`src/rtl/gpio_pkg.sv`:
```
// Definitions shared between the GPIO block and its input debounce stage.
// Holds the pin-count limit, the pin-vector type and the acceptance-threshold helper.
package gpio_pkg;

  localparam int unsigned GPIO_MAX_PINS = 32;

  typedef logic [GPIO_MAX_PINS-1:0] gpio_pin_vec_t;

  // A programmed threshold of 0 behaves exactly like a threshold of 1.
  function automatic logic thr_reached(input logic [31:0] cnt_inc, input logic [31:0] thr);
    return cnt_inc >= ((thr == 32'd0) ? 32'd1 : thr);
  endfunction

endpackage

```
`src/rtl/gpio_debounce_cell.sv`:
```
// One pin of the debounce stage: a two-flop synchronizer, a stability counter and the filtered output.
// Sticky glitch flag is built only when GPIO_DEBOUNCE_STAT_EN is defined.
module gpio_debounce_cell
  import gpio_pkg::*;
#(
  parameter int unsigned CNT_W = 8
) (
  input  logic             clk,
  input  logic             n_rst,
  input  logic             tick,
  input  logic             pin_in,
  input  logic             filt_en,
  input  logic [CNT_W-1:0] threshold,
  input  logic             glitch_clr,
  output logic             pin_out,
  output logic             pin_chg,
  output logic             glitch
);

  logic             r_sync1;
  logic             r_sync2;
  logic             r_pin_out;
  logic             r_pin_chg;
  logic [CNT_W-1:0] r_cnt;

  logic [CNT_W:0]   w_cnt_inc;
  logic             w_differs;
  logic             w_accept;
  logic             w_glitch_evt;

  // The extra bit keeps cnt+1 from wrapping before it is compared.
  assign w_cnt_inc    = {1'b0, r_cnt} + (CNT_W+1)'(1);
  assign w_differs    = r_sync2 ^ r_pin_out;
  assign w_accept     = thr_reached(32'(w_cnt_inc), 32'(threshold));
  assign w_glitch_evt = filt_en & tick & ~w_differs & (r_cnt != '0);

  always_ff @(posedge clk or negedge n_rst) begin
    if (!n_rst) begin
      r_sync1   <= 1'b0;
      r_sync2   <= 1'b0;
      r_pin_out <= 1'b0;
      r_pin_chg <= 1'b0;
      r_cnt     <= '0;
    end else begin
      // NOTE: non-blocking assignments let every flop sample the pre-edge values,
      // so r_sync2 takes the old r_sync1 and the synchronizer really is two stages.
      r_sync1   <= pin_in;
      r_sync2   <= r_sync1;
      r_pin_chg <= 1'b0;
      if (!filt_en) begin
        r_cnt <= '0;
        if (w_differs) begin
          r_pin_out <= r_sync2;
          r_pin_chg <= 1'b1;
        end
      end else if (tick) begin
        if (!w_differs) begin
          r_cnt <= '0;
        end else if (w_accept) begin
          r_pin_out <= r_sync2;
          r_pin_chg <= 1'b1;
          r_cnt     <= '0;
        end else begin
          r_cnt <= w_cnt_inc[CNT_W-1:0];
        end
      end
    end
  end

`ifdef GPIO_DEBOUNCE_STAT_EN
  logic r_glitch;

  always_ff @(posedge clk or negedge n_rst) begin
    if (!n_rst) begin
      r_glitch <= 1'b0;
    end else if (w_glitch_evt) begin
      r_glitch <= 1'b1;
    end else if (glitch_clr) begin
      r_glitch <= 1'b0;
    end
  end

  assign glitch = r_glitch;
`else
  logic w_unused_stat;
  assign w_unused_stat = glitch_clr ^ w_glitch_evt;
  assign glitch        = 1'b0;
`endif

  assign pin_out = r_pin_out;
  assign pin_chg = r_pin_chg;

endmodule

```
`src/rtl/gpio_debounce.sv`:
```
// Input conditioning for the GPIO block: shared prescaled sample tick feeding NUM_PINS debounce cells.
// Define GPIO_DEBOUNCE_STAT_EN to build the sticky per-pin glitch flags.
module gpio_debounce
  import gpio_pkg::*;
#(
  parameter int unsigned NUM_PINS = 8,
  parameter int unsigned CNT_W    = 8,
  parameter int unsigned PRESC_W  = 16
) (
  input  logic                clk,
  input  logic                n_rst,
  input  logic [NUM_PINS-1:0] pin_in,
  input  logic [NUM_PINS-1:0] filt_en,
  input  logic [CNT_W-1:0]    threshold,
  input  logic [PRESC_W-1:0]  prescale,
  output logic [NUM_PINS-1:0] pin_out,
  output logic [NUM_PINS-1:0] pin_chg,
  output logic [NUM_PINS-1:0] glitch,
  input  logic [NUM_PINS-1:0] glitch_clr
);

  logic [PRESC_W-1:0] r_pcnt;
  logic               w_tick;

  // Using >= rather than == means a prescale lowered below the running count wraps at once.
  assign w_tick = (r_pcnt >= prescale);

  always_ff @(posedge clk or negedge n_rst) begin
    if (!n_rst) begin
      r_pcnt <= '0;
    end else if (w_tick) begin
      r_pcnt <= '0;
    end else begin
      r_pcnt <= r_pcnt + PRESC_W'(1);
    end
  end

  for (genvar g = 0; g < NUM_PINS; g++) begin : g_pin
    gpio_debounce_cell #(
      .CNT_W (CNT_W)
    ) u_cell (
      .clk        (clk),
      .n_rst      (n_rst),
      .tick       (w_tick),
      .pin_in     (pin_in[g]),
      .filt_en    (filt_en[g]),
      .threshold  (threshold),
      .glitch_clr (glitch_clr[g]),
      .pin_out    (pin_out[g]),
      .pin_chg    (pin_chg[g]),
      .glitch     (glitch[g])
    );
  end

endmodule

```
`config.mk`:
```
export PLATFORM = sky130hd
export DESIGN_NAME = gpio_debounce
export DESIGN_NICKNAME = d
export VERILOG_FILES = /design/src/rtl/gpio_pkg.sv /design/src/rtl/gpio_debounce_cell.sv /design/src/rtl/gpio_debounce.sv
export SDC_FILE = /design/constraint.sdc
export NUM_CORES = 1
export LEC_CHECK = 0
export ABC_CLOCK_PERIOD_IN_PS = 5700
export CORE_ASPECT_RATIO = 1.4
export CORE_MARGIN = 5
export CORE_UTILIZATION = 35
export DETAILED_ROUTE_END_ITERATION = 10
export HOLD_SLACK_MARGIN = 0.12
export PLACE_DENSITY_LB_ADDON = 0.05
export SLEW_MARGIN = 0
export SYNTH_ARGS = -nofsm -noshare
export SYNTH_HDL_FRONTEND = slang
export SYNTH_HIERARCHICAL = 1
export SYNTH_SLANG_ARGS = --single-unit
export TNS_END_PERCENT = 30
```
`constraint.sdc`:
```
create_clock -name clk -period 5.7 [get_ports clk]
set_input_delay 0.855 -clock clk [delete_from_list [all_inputs] [get_ports clk]]
set_output_delay 0.855 -clock clk [all_outputs]
set_load 0.005 [all_outputs]
```
Word level (Yosys, flattened, before mapping) --
Index checks and enable logic that the tools add are counted.
Cells by class: bitwise logic cells 8, shifts and indexed selects 0, magnitude comparators 9, multipliers 0, add/subtract/negate cells 9, equal/unequal tests 24, mux-type cells 114, divide/modulo/power cells 0, reductions and logical operators 17
Operator list (number):
- 8-bit two-way mux | 33
- 9-bit by 32-bit greater-or-equal comparator with 1-bit output | 4
- 1-bit two-way mux | 80
- 8-bit by 1-bit adder with 9-bit output (second input constant) | 8
- 9-bit by 8-bit greater-or-equal comparator with 1-bit output | 4
- 2-bit by 1-bit inequality test with 1-bit output (second input constant) | 16
- 4-bit AND reduction | 8
- 3-bit inequality test (second input constant) | 7
- 16-bit by 1-bit adder with 16-bit output (second input constant) | 1
- 16-bit greater-or-equal comparator | 1
- 16-bit two-way mux | 1
- 2-bit nonzero test | 8
- 8-bit zero test | 1
- 1-bit bitwise XOR | 8
- 2-bit inequality test (second input constant) | 1
Word-level totals: input bits 50, ROM bits 0, latch bits 0, flip-flop bits (word level) 112, logic and storage cells 222, memories 0, memory bits (writable) 0

Logic depth before layout (Yosys ltp) --
depth after elaboration 7, mapped depth 10, depth with buffers taken out 10

By module --
The synthesis kept the hierarchy.
By module, submodules not included:
- gpio_debounce_cell | sequential area each 300.3 um^2, instances 8, cells an instance 82, area each 833.3 um^2
- gpio_debounce | sequential area each 400.4 um^2, instances 1, cells an instance 130, area each 1260.0 um^2

Least setup slack after synthesis --
Ideal clock, no wire load.
path kind in2reg, start point input port prescale[15], end point register g_pin[0].u_cell.r_cnt[0], buffers on the path 0, cell stages on the path 9, arrival 3.712 ns, data required time 5.634 ns, slack 1.922 ns, cell sequence inv_1 > ha_1 > nand4_1 > or3_4 > o31ai_4 > or3_1 > and3_1 > nor3b_4 > mux2_2
Between the ends: longest elaborated chain between the ends 2
RTL lines:
- from (decl) | RTL line gpio_debounce.sv:15 | input logic [PRESC_W-1:0] prescale,
- 16-bit greater-or-equal comparator | RTL line gpio_debounce.sv:26 | assign w_tick = (r_pcnt >= prescale);
- net w_tick | RTL line gpio_debounce.sv:23 | logic w_tick;
- 2-bit by 1-bit inequality test with 1-bit output (no line)
- to (signal assigned) | RTL line gpio_debounce_cell.sv:64 | r_cnt <= w_cnt_inc[CNT_W-1:0];
- to (decl) | RTL line gpio_debounce_cell.sv:24 | logic [CNT_W-1:0] r_cnt;
The timed path passes the listed nets, and every way through them passes these cells. A chain may end at the register's enable or synchronous reset.

Worst setup path after layout --
start point input port prescale[15], end point register g_pin[4].u_cell.r_cnt[0]
Between the ends: longest elaborated chain between the ends 2
RTL lines (RTL line):
- 16-bit greater-or-equal comparator | gpio_debounce.sv:26
- net w_tick | gpio_debounce.sv:23
- 2-bit by 1-bit inequality test with 1-bit output (no line)
- to (signal assigned) | gpio_debounce_cell.sv:64
- to (decl) | gpio_debounce_cell.sv:24
The timed path passes the listed nets, and every way through them passes these cells.

==> flow_summary.toml <==
[clock_network]
cts.sinks = 112
h-tree-depth = 3
cts_tree = "yes"
cts_made_buffers = 9
cts_buffer_depth = 2
clock_latency_ns = 0.37
post-cts-setup-buffer-count = 0
holdBufCountCts = 0
cts_root_buf = "clkbuf_16"
cts.clk_slew.worst_paths_ns = 0.08
cts_resized = 0

[grt]
grt_pass1_vias = 6340
overflow = 0
antenna_found_initial = 0
grt_use_total_pct = 15.4
grt_start_max_net_pins = 58
grt_pass1_wl_mm = 31.7

[worst_hold_path]
hold_path_startpoint = "g_pin[7].u_cell/r_sync1"
hold_class = "reg2reg"

[layout]
fin_area_um2 = 9100
diodes = 0
drive_gt1_share_pct = 9.95
nets = 978
syn2layout_area_growth_pct = 14.8
final_cells = 1145

[timing]
fmax_mhz = 239
relSlewSlack_pct = 35.4
skew_ns = 0.0110
finalCritPeriodShare_pct = 73.3
tightest_slew_ns = 0.966
whs_ns = 0.352
slew_violations = 0
setup_ws_ns = 1.52
hold_viol_final = 0
finalSetupTns_ns = 0
fin_crit_ns = 4.18
setup_violations = 0
rsz0062_at_grt = "no"

[drt]
drc = 0
vias_per_cell = 5.27
drt-wirelength-per-cell_um = 16.6
detail_route.wirelength_mm = 19.0
postRouteAntennaNets = 0
num_vias = 6037
dr.pass1.iters = 5
drtIter0Drc = 289

[place]
place_ws_ns = 1.09
place_congestion = 0.828
port_buffers = 57
place_hpwl_mm = 13.9
placedCellCount = 1129
placed_area_um2 = 8800

[floorplanning]
ioPinCount = 74
dieWidth_um = 137
fp.dieH_um = 188
floorplan.initialDensity_pct = 35.3
rows = 65
dieArea_um2 = 25800
core_um2 = 22400

[setup_path]
end_kind = "register"
crit_arrival_ns = 4.48
cp_slowest_stage_delay_ns = 0.78
rr_startpoint = "r_pcnt[11]"
crit_required_ns = 6.00
crit_chain = "clkdlybuf4s50_1 > inv_1 > ha_1 > nand4_1 > or3_4 > o31ai_4 > buf_4 > or3_2 > and3_1 > nor3b_4 > mux2_2"
crit_family = "simple AND/OR/NAND/NOR gates"
worstSetupStartpointType = "input port"
cp_slowest_cell = "or3_2"
critPathLaunch = "prescale[15]"
cp.buffers_inverters = 3
criticalPathCategory = "in2reg"
crit_path_max_fanout = 32

[power_and_ir_drop]
power.density_nw_per_um2 = 220
cellLeakagePower_nw = 4.30
peakVddDrop_uv = 134

[job]
maxCapViolCount = 0

[synthesis]
ys_top_cells_by_count = "dfrtp_1, inv_1, ha_1, nor2_1, a22o_1"
yosysUniqueCellTypes = 42
synth_fp_nets = 925
synth_seq_cells = 112
synth_edf_count = 0
ys_seq_area_share_pct = 35.4
syn_area_um2 = 7930
synth_top_cell_area_share_pct = 35.4
yosys.area.top_type = "dfrtp_1"
synth_area_per_cell_um2 = 10.1
synth_ff_type = "dfrtp_1"
synthCells = 786
yosysWarnings = 6
async_reset_ff_share_pct = 100
synth_area_leaders = "dfrtp_1, ha_1, a22o_1"
synth.most_common_cell = "dfrtp_1"

[outcome]
status = "completed"
==> sequential cells by signal (all words and copies together) (netlist names) <==
signal	cells
g_pin.u_cell/r_cnt	64
r_pcnt	16
g_pin.u_cell/pin_chg	8
g_pin.u_cell/pin_out	8
g_pin.u_cell/r_sync1	8
g_pin.u_cell/r_sync2	8
==> path summary, 6_finish.rpt <==
| check | end | slack, ns | cells after the start |
|---|---|---|---|
| min in group asynchronous | g_pin[5].u_cell/r_cnt[5] | 0.62 | 2 |
| min | g_pin[7].u_cell/r_sync2 | 0.35 | 0 |
| max | g_pin[4].u_cell/r_cnt[0] | 1.52 | 11 |
| max in group asynchronous | g_pin[4].u_cell/r_sync2 | 4.52 | 2 |
| max reg2reg | g_pin[4].u_cell/r_cnt[0] | 2.02 | 9 |
| min reg2reg | g_pin[7].u_cell/r_sync2 | 0.35 | 0 |
==> worst register-to-register path: stages, from the launching register on <==
cell,delay (ns)
dfrtp_1,0.47
ha_1,0.36
nand4_1,0.12
or3_4,0.41
o31ai_4,0.24
buf_4,0.28
or3_2,0.79
and3_1,0.33
nor3b_4,0.40
mux2_2,0.23
==> layer usage <==
metal,wire length (µm),part of all wire [%],track usage [%]
met1,8070,43,18.5
met2,9890,52,27.1
met4,419,2.2,5.80
met3,608,3.2,2.79
met5,0,0,0
==> area by class of cell <==
type | instances | area [µm²]
Clock buffer | 9 | 225
Clock inverter | 7 | 78.8
Inverter | 99 | 372
Fill cell | 2277 | 13300
Sequential cell | 112 | 2800
Tap cell | 301 | 377
Timing Repair Buffer | 62 | 606
Multi-Input combinational cell | 555 | 4640
==> power breakdown <==
part | internal (mW) | total (mW) | leakage (nW) | switching, mW
Combinational | 0.194 | 0.425 | 2.66 | 0.232
Clock | 0.347 | 0.668 | 0.149 | 0.321
Sequential | 0.849 | 0.911 | 1.49 | 0.0623
Total | 1.39 | 2.00 | 4.30 | 0.615
==> metrics by stage <==
stage,power (mW),utilization [%]
3_5_place_dp,1.36,39.2
6_report,2.00,40.5
2_1_floorplan,1.19,-
5_1_grt,2.13,40.5
3_3_place_gp,1.34,39.2
4_1_cts,2.04,40.5
==> logic make-up (layout without fill, tap and decap cells) <==
logic type,after synthesis,count (layout),share of synthesized area [%]
other cells,8,8,0.379
compound gates,123,123,14.7
flops,112,112,35.4
fa+ha+maj,89,89,14.0
xor+xnor,70,70,7.73
buf+inv,119,177,6.12
simple gates,249,249,19.0
mux,16,16,2.65
==> layout by cell type (no fill, tap or decap), types with 18 or more instances in the layout <==
cell type / n
inv_1: 99
xor2_1: 25
nor4_1: 18
dfrtp_1: 112
nor2_1: 52
clkdlybuf4s50_1: 56
nand3_1: 38
nand2_1: 21
nor3_1: 20
a21oi_1: 21
xnor2_1: 45
nand4_1: 39
ha_1: 89
a22o_1: 48
Note: power is estimated with default switching activity, not from simulation.
==> RTL change: new RTL, config.mk and constraints unchanged <==
Add an input register stage for `prescale`, without a reset; this delays it by one clock. The other inputs are not delayed to match.
--- a/src/rtl/gpio_debounce.sv
+++ b/src/rtl/gpio_debounce.sv
@@ -20,9 +20,15 @@
 );
 
+  logic [PRESC_W-1:0] prescale_q;
+
+  always_ff @(posedge clk) begin
+    prescale_q <= prescale;
+  end
+
   logic [PRESC_W-1:0] r_pcnt;
   logic               w_tick;
 
   // Using >= rather than == means a prescale lowered below the running count wraps at once.
-  assign w_tick = (r_pcnt >= prescale);
+  assign w_tick = (r_pcnt >= prescale_q);
 
   always_ff @(posedge clk or negedge n_rst) begin
Check against the original RTL: not equivalent (a bounded check fails within 4 cycles, from zero or initial values and one cycle with n_rst low).
==> RTL change against the original RTL <==
Final cell count is 3.5% higher; global-route usage down 0.60 points; clock power grew 53%; power rose by 15%; synthesized cell count rose by 3.9%; worst setup slack better by 0.44 ns; wire length grew 0.86%; critical path depth is 1 lower; sequential cell count is 16 higher; synthesized area up 5.4%; maximum frequency increased by 12%; sequential share of layout area grew 1.6 points; final area up 6.0%; critical path type is now flip-flop to flip-flop.
==> RTL change: results (changes against the original RTL) <==
| Metric | Value |
|---|---|
| Clk_skew | `0.00654 ns (was 0.0110 ns)` |
| Largest stage delay on the critical path | `0.68 ns (was 0.78 ns)` |
| Post-synthesis adder-cell area fraction | `13.3% (was 14.0%)` |
| Synth cell count leaders | `dfrtp_1 (112), ha_1 (89), inv_1 (77) (was dfrtp_1 (112), inv_1 (99), ha_1 (89))` |
| Fin nets | `1001 (was 978)` |
| CP arrival | `4.10 ns (was 4.48 ns)` |
| Worst slew pin tran | `1.03 ns (was 0.966 ns)` |
| Xor/xnor share of the synthesized area | `6.60% (was 7.73%)` |
| TritonCTS Buffers | `17 (was 9)` |
| Metal2 WL | `9900 um (was 9890 um)` |
| Status | `finished, final reports clean (unchanged)` |
| M3 GR Usage | `3.02% (was 2.79%)` |
| Vias in the first global route | `6504 (was 6340)` |
| Worst-path clk slew | `0.06 ns (was 0.08 ns)` |
| Slowest CP cell | `or3_1 (was or3_2)` |
| First-pass GRT wire length | `32300 um (was 31700 um)` |
| Peak fanout along the critical path | `20 (was 32)` |
| Leak | `0.00489 uW (was 0.00430 uW)` |
| Max H-tree Level | `4 (was 3)` |
| Met1 wire length | `8160 um (was 8070 um)` |
| Routed length on met3 | `674 um (was 608 um)` |
| Count of cell types in the netlist | `54 (was 42)` |
| Final RePlAce weighted congestion | `0.799 (was 0.828)` |
| Compound-Gate Fraction of Synth Area | `17.4% (was 14.7%)` |
| Initial DRT Pass Iterations | `7 (was 5)` |
| Post-synthesis mux area share | `0% (was 2.65%)` |
| Dpl ws | `1.65 ns (was 1.09 ns)` |
| Max IR drop VDD | `0.208 mV (was 0.134 mV)` |
| Post-synthesis sequential area ratio | `37.4% (was 35.4%)` |
| Share of layout cells above drive strength 1 | `9.83% (was 9.95%)` |
| Vias post-DR | `6235 (was 6037)` |
| Ys async rst share | `87.5% (was 100%)` |
| DR iter-0 viols | `213 (was 289)` |
| Biggest registers after layout | `g_pin.u_cell/r_cnt (64), prescale_q (16), r_pcnt (16) (was g_pin.u_cell/r_cnt (64), r_pcnt (16))` |
| Dpl hpwl | `13600 um (was 13900 um)` |
-- RTL change: cell types whose count changed in the layout (fill, tap and decap cells not counted), sizes merged, moves of 24 or more --
cell / unedited run / this run
a32o: 0 / 49
a22o: 48 / 0
nand2: 21 / 51
nand4: 39 / 9
inv: 101 / 77
nor2: 52 / 28
-- RTL change: power breakdown --
part	leakage [uW]	switching, uW	total, uW	internal [uW]
clock network	0.000270	405	1020	619
registers	0.00162	40.7	992	952
logic	0.00300	146	281	135
total	0.00489	591	2300	1710
-- RTL change: worst paths after layout --
check	from	end	slack, ns	depth (start not counted)
worst max-delay path	r_pcnt[11]	g_pin[1].u_cell/r_cnt[5]	1.96	10
worst min-delay path	g_pin[4].u_cell/r_sync1	g_pin[4].u_cell/r_sync2	0.35	0
worst max register to register	r_pcnt[11]	g_pin[1].u_cell/r_cnt[5]	1.96	10
worst min register to register	g_pin[4].u_cell/r_sync1	g_pin[4].u_cell/r_sync2	0.35	0
max in group asynchronous	n_rst	g_pin[7].u_cell/pin_out	3.98	2
min in group asynchronous	n_rst	g_pin[1].u_cell/r_cnt[0]	0.59	1
-- RTL change: per-stage QoR --
| step | hold slack (ns) | total power, uW | cell area, um2 |
|---|---|---|---|
| 2_1_floorplan | 0.331 | 1170 | 8360 |
| 5_1_grt | 0.353 | 2420 | 9650 |
| 3_5_place_dp | 0.337 | 1290 | 9090 |
| 4_1_cts | 0.349 | 2350 | 9650 |
| 3_3_place_gp | 0.332 | 1280 | 9090 |
| 6_report | 0.347 | 2300 | 9650 |
-- RTL change: cell type report --
cell class                 count  area, um2  area share (%)
multi-input combinational    577       4700            48.7
sequential                   128       3120            32.4
timing repair buffer          61        598            6.20
clock buffer                  22        464            4.81
tap                          310        388            4.02
inverter                      77        289            3.00
clock inverter                10       87.6           0.908
